$ cat config.mk
export PLATFORM = sky130hd
export DESIGN_NAME = mem_access_unit
export DESIGN_NICKNAME = d
export VERILOG_FILES = /design/src/rtl/mem_access_unit.sv
export SDC_FILE = /design/constraint.sdc
export NUM_CORES = 1
export LEC_CHECK = 0
export BUFFER_PORTS_ARGS = -buffer_cell sky130_fd_sc_hd__buf_2
export CAP_MARGIN = 20
export CELL_PAD_IN_SITES_DETAIL_PLACEMENT = 0
export CELL_PAD_IN_SITES_GLOBAL_PLACEMENT = 1
export CORE_MARGIN = 2
export CORE_UTILIZATION = 36
export CTS_BUF_LIST = sky130_fd_sc_hd__clkbuf_8
export CTS_CLUSTER_DIAMETER = 30
export CTS_CLUSTER_SIZE = 28
export DETAILED_ROUTE_END_ITERATION = 12
export GPL_TIMING_DRIVEN = 0
export PLACE_DENSITY = 0.88
export SETUP_SLACK_MARGIN = 0.5
export SYNTH_ARGS = -nofsm -noshare
export SYNTH_HDL_FRONTEND = slang
export SYNTH_SLANG_ARGS = --single-unit
export TNS_END_PERCENT = 50
$ cat constraint.sdc
create_clock -name clk -period 1.95 [get_ports clk]
set_input_delay 0.585 -clock clk [delete_from_list [all_inputs] [get_ports clk]]
set_output_delay 0.585 -clock clk [all_outputs]
set_load 0.03 [all_outputs]
$ cat src/rtl/mem_access_unit.sv
// Memory-stage load/store sequencer placed in front of a synchronous word memory.
// It accepts one request at a time, checks alignment, performs loads with lane
// extraction, and does sub-word stores as read-modify-write. All outputs are
// registered.
module mem_access_unit #(
  parameter int ADDR_W  = 8,
  parameter int MEM_LAT = 1
) (
  input  logic              clk,
  input  logic              reset_n,
  input  logic              req_valid,
  output logic              req_ready,
  input  logic [2:0]        req_op,
  input  logic [ADDR_W+1:0] req_addr,
  input  logic [31:0]       req_wdata,
  output logic              resp_valid,
  input  logic              resp_ready,
  output logic [31:0]       resp_data,
  output logic              resp_err,
  output logic              mem_read_flag,
  output logic              mem_write_flag,
  output logic [ADDR_W-1:0] mem_addr,
  output logic [31:0]       mem_wdata,
  input  logic [31:0]       mem_rdata
);

  localparam logic [2:0] OP_LDUR   = 3'b000;
  localparam logic [2:0] OP_LDURH  = 3'b001;
  localparam logic [2:0] OP_LDURB  = 3'b010;
  localparam logic [2:0] OP_LDURSH = 3'b011;
  localparam logic [2:0] OP_LDURSB = 3'b100;
  localparam logic [2:0] OP_STUR   = 3'b101;
  localparam logic [2:0] OP_STURH  = 3'b110;
  localparam logic [2:0] OP_STURB  = 3'b111;

  typedef enum logic [2:0] {S_IDLE, S_RD, S_WAIT, S_WR, S_RESP} state_t;

  state_t      r_state;
  logic [2:0]  r_op;
  logic [1:0]  r_lane;
  logic [15:0] r_wdata;   // only the low half is needed; full-word stores use req_wdata directly
  logic [2:0]  r_cnt;

  logic        w_misalign;
  logic        w_subword_store;
  logic [7:0]  w_byte;
  logic [15:0] w_half;
  logic [31:0] w_load_data;
  logic [31:0] w_merge_data;

  // Alignment check on the live request (only consulted in IDLE)
  always_comb begin
    w_misalign = 1'b0;
    case (req_op)
      OP_LDUR, OP_STUR:              w_misalign = (req_addr[1:0] != 2'b00);
      OP_LDURH, OP_LDURSH, OP_STURH: w_misalign = req_addr[0];
      default:                       w_misalign = 1'b0;
    endcase
  end

  assign w_subword_store = (r_op == OP_STURH) || (r_op == OP_STURB);

  // Lane extraction and sign/zero extension of the returned memory word
  always_comb begin
    w_byte = mem_rdata[7:0];
    case (r_lane)
      2'd0: w_byte = mem_rdata[7:0];
      2'd1: w_byte = mem_rdata[15:8];
      2'd2: w_byte = mem_rdata[23:16];
      2'd3: w_byte = mem_rdata[31:24];
      default: w_byte = mem_rdata[7:0];
    endcase
    w_half = r_lane[1] ? mem_rdata[31:16] : mem_rdata[15:0];
    case (r_op)
      OP_LDURH:  w_load_data = {16'h0000, w_half};
      OP_LDURB:  w_load_data = {24'h000000, w_byte};
      OP_LDURSH: w_load_data = {{16{w_half[15]}}, w_half};
      OP_LDURSB: w_load_data = {{24{w_byte[7]}}, w_byte};
      default:   w_load_data = mem_rdata;
    endcase
  end

  // Read-modify-write merge: splice the store lane into the word just read
  always_comb begin
    w_merge_data = mem_rdata;
    if (r_op == OP_STURH) begin
      if (r_lane[1]) w_merge_data[31:16] = r_wdata;
      else           w_merge_data[15:0]  = r_wdata;
    end else begin
      case (r_lane)
        2'd0: w_merge_data[7:0]   = r_wdata[7:0];
        2'd1: w_merge_data[15:8]  = r_wdata[7:0];
        2'd2: w_merge_data[23:16] = r_wdata[7:0];
        2'd3: w_merge_data[31:24] = r_wdata[7:0];
        default: w_merge_data = mem_rdata;
      endcase
    end
  end

  // Sequencer FSM; memory flags rise on entry to RD/WR, resp_valid one cycle after entry to RESP
  always_ff @(posedge clk or negedge reset_n) begin
    if (!reset_n) begin
      r_state        <= S_IDLE;
      r_op           <= OP_LDUR;
      r_lane         <= 2'd0;
      r_wdata        <= 16'h0000;
      r_cnt          <= 3'd0;
      req_ready      <= 1'b1;
      resp_valid     <= 1'b0;
      resp_data      <= 32'h0;
      resp_err       <= 1'b0;
      mem_read_flag  <= 1'b0;
      mem_write_flag <= 1'b0;
      mem_addr       <= '0;
      mem_wdata      <= 32'h0;
    end else begin
      case (r_state)
        S_IDLE: begin
          if (req_valid) begin
            r_op      <= req_op;
            r_lane    <= req_addr[1:0];
            r_wdata   <= req_wdata[15:0];
            req_ready <= 1'b0;
            resp_data <= 32'h0;
            resp_err  <= 1'b0;
            if (w_misalign) begin
              resp_err <= 1'b1;
              r_state  <= S_RESP;
            end else if (req_op == OP_STUR) begin
              mem_addr       <= req_addr[ADDR_W+1:2];
              mem_wdata      <= req_wdata;
              mem_write_flag <= 1'b1;
              r_state        <= S_WR;
            end else begin
              mem_addr      <= req_addr[ADDR_W+1:2];
              mem_read_flag <= 1'b1;
              r_state       <= S_RD;
            end
          end
        end
        S_RD: begin
          mem_read_flag <= 1'b0;
          r_cnt         <= 3'(MEM_LAT - 1);
          r_state       <= S_WAIT;
        end
        S_WAIT: begin
          if (r_cnt == 3'd0) begin
            if (w_subword_store) begin
              mem_wdata      <= w_merge_data;
              mem_write_flag <= 1'b1;
              r_state        <= S_WR;
            end else begin
              resp_data <= w_load_data;
              r_state   <= S_RESP;
            end
          end else begin
            r_cnt <= r_cnt - 3'd1;
          end
        end
        S_WR: begin
          mem_write_flag <= 1'b0;
          r_state        <= S_RESP;
        end
        S_RESP: begin
          if (!resp_valid) begin
            resp_valid <= 1'b1;
          end else if (resp_ready) begin
            resp_valid <= 1'b0;
            req_ready  <= 1'b1;
            r_state    <= S_IDLE;
          end
        end
        default: r_state <= S_IDLE;
      endcase
    end
  end

endmodule
==> out/qor.yml <==
status:
  status: "complete, but fails checks"
  violations: "negative setup slack"
floorplanning:
  core_region_area_mm2: 0.0153
  io_pins: 158
  die_h_um: 129
  die-area_mm2: 0.0168
  rows: 45
  start_util_pct: 37.0
  die_w_um: 129
place:
  post-place-ws_ps: -400
  hpwl_um: 14000
  place.port_buffers: 157
  post-place-cells: 1004
  dpl_cell_area_mm2: 0.00679
  gp_congestion: 0.871
yosys:
  synth.distinct_cells: 54
  synth.most_common_cell: "nand2_1"
  synthArstFlopShare_pct: 100
  netlist.top_cell.by_area: "dfrtp_1"
  yosys-top-cells-area: "dfrtp_1 45%, nand2_1 8.5%, o21ai_0 4.5%, mux2_4 4.0%, nor2_1 3.8%"
  synth_ff_type: "dfrtp_1"
  synth.top_cell.area_share_pct: 45.5
  avgSynthCellArea_um2: 8.92
  synth-edff-count: 0
  ys_seq_area_share_pct: 46.0
  synthesis.area_mm2: 0.00567
  synth_nets: 718
  synth_commonest_cells: "129 x nand2_1, 103 x dfrtp_1, 57 x nor2_1"
  yosysWarnings: 0
  ys_ff_latch: 104
  synth_cells: 635
clocking:
  cts_sinks: 104
  cts_buffers: 9
  clk_path_buf_depth: 2
  root_buffer: "clkbuf_8"
  htreeDepth: 3
  clkLatencyLatePin_ps: 400
  cts_tree: "done"
  clk_pin_slew_ps: 110
  ctsHoldBuffers: 0
detailed_routing:
  vias_per_cell: 5.30
  ant_nets: 0
  dr_total_vias: 5560
  dr.pass1.iters: 5
  drt_iter0_markers: 360
  drcViolationCount: 0
  wl_um: 19500
  wire_per_inst_um: 18.6
sta:
  tightestPinTransition_ps: 702
  maxSlewHeadroom_pct: 53.2
  hold_viol: 0
  fin_crit_ps: 2040
  slew_violations: 0
  min_period_over_period_pct: 105
  max_freq_mhz: 489
  setup_violations: 30
  rsz0062_at_grt: "yes"
  fin_setup_tns_ps: -2000
  fin_skew_ps: 16.1
  fin_ws_ps: -93.3
critical_path:
  cp.required_ps: 2240
  reg2reg_to: "mem_wdata[22]$_DFFE_PN0P_"
  path_max_fanout: 6
  worst_setup_path_start_kind: "flop"
  end_kind: "flop"
  critPathKind: "reg -> reg"
  regToRegSetupSlack_ps: -90
  timing.rr.start: "r_cnt[1]$_DFFE_PN0P_"
  r2r_cells: 9
  cp.arrival_ps: 2330
pwr:
  power_density_mw_per_mm2: 1690
  ir_drop_mv: 0.714
  p_leak_nw: 3.99
  fin_total_pwr_w: 0.0141
finish:
  drive_gt1_share_pct: 41.8
  antenna_cells: 0
  final_cell_count_no_fill: 1049
  fin_nets: 916
  syn2layout_area_growth_pct: 47.6
  design_area_mm2: 0.00836
global_route:
  grt_antenna_before_repair: 0
  grt_first_pass_wirelength_um: 30400
  track_usage_pct: 23.6
  grt_max_degree: 56
  grt_pass1_vias: 5589
  overflow: 0
flow_run:
  maxCapViolations: 0
min_path:
  min_path_type: "in -> async"
-- logic make-up (layout without fill, tap and decap cells) --
kind of cell             count (synthesis)  after routing  synth area share, %
buffers and inverters                   62            265                 4.57
AO/OA/AOI/OAI                          169            169                 18.9
adder cells (fa/ha/maj)                  2              2                0.442
flip-flops                             104            104                 46.0
XOR/XNOR                                 1              1                0.155
multiplexers                            49             49                 10.7
AND/OR/NAND/NOR                        248            248                 19.3
-- how the worst max path moves through the flow --
stage | startpoint | endpoint | slack [ps] | depth (start not counted)
after floorplan | req_op[2] | mem_wdata[15]$_DFFE_PN0P_ | -100 | 7
after global placement | reset_n | mem_addr[6]$_DFFE_PN0P_ | -970 | 1
after detailed placement | req_op[2] | mem_wdata[20]$_DFFE_PN0P_ | -400 | 8
after CTS | r_cnt[1]$_DFFE_PN0P_ | mem_wdata[5]$_DFFE_PN0P_ | -90 | 9
after global routing | r_cnt[1]$_DFFE_PN0P_ | mem_wdata[22]$_DFFE_PN0P_ | -150 | 9
final | r_cnt[1]$_DFFE_PN0P_ | mem_wdata[22]$_DFFE_PN0P_ | -90 | 9
-- report_power, final --
group,leakage [nW],internal (W),switching [W]
combinational,2.58,0.00388,0.00486
clock,0.113,0.000763,0.000814
sequential,1.30,0.00303,0.000775
total,3.99,0.00767,0.00645
-- area by class of cell --
class / count / area, um2
Timing Repair Buffer: 187 / 1640
Clock inverter: 6 / 90.1
Clock buffer: 10 / 138
Fill cell: 1435 / 6950
Inverter: 18 / 67.6
Buffer: 44 / 358
Tap cell: 211 / 264
Multi-Input combinational cell: 469 / 3200
Sequential cell: 104 / 2610
-- repair_timing --
action / in CTS / in global routing
gates resized for setup: 229 / 135
endpoints found under the setup margin: 174 / 180
pin swaps: 20 / 7
cloned: 4 / 0
hold endpoints to repair: 0 / 0
buffers inserted: 19 / 6
-- per-layer routing --
metal,share of wire (%),global-route usage [%],vias to the layer above
li1,-,-,2620
met1,43,31.3,2707
met2,48,38.8,201
met3,6.2,4.83,32
met4,2.5,7.46,0
met5,0,0,-
-- flip-flops by register name, indices dropped and copies added, names as in the netlist --
signal and flops:
resp_err 1, r_cnt 3, resp_valid 1, mem_addr 8
mem_wdata 32, r_lane 2, resp_data 32, r_op 3
mem_read_flag 1, mem_write_flag 1, r_wdata 16, req_ready 1
r_state 3
-- cell usage in the layout, fill, tap and decap left out, types with 11 or more instances in the layout --
cell type and count:
nand3_1 19, buf_6 85, a31oi_1 11, clkbuf_2 14, nor2_1 54, mux2_4 27
nand2_2 12, dfrtp_1 100, a21oi_1 22, buf_2 84, o21ai_0 34, o21ai_1 26
nand2_1 115, nand2b_1 17, buf_4 23, inv_1 16, mux2i_1 11, clkbuf_8 12
-- critical path: stages (launching register included) --
cell and delay [ps]:
dfrtp_1 410, inv_2 90, ha_4 130, nor2b_4 150, a21oi_2 70, a22o_2 260
or2_1 220, buf_6 160, buf_12 150, mux2_4 290
-- stage by stage --
stage               hold WS [ps]  utilization (%)
global placement             457             44.1
finish                       207             54.6
CTS                          230             52.6
global route                 256             54.6
detailed placement           462             44.3
floorplan                    289                -
Power figures use the tool's default switching activity.
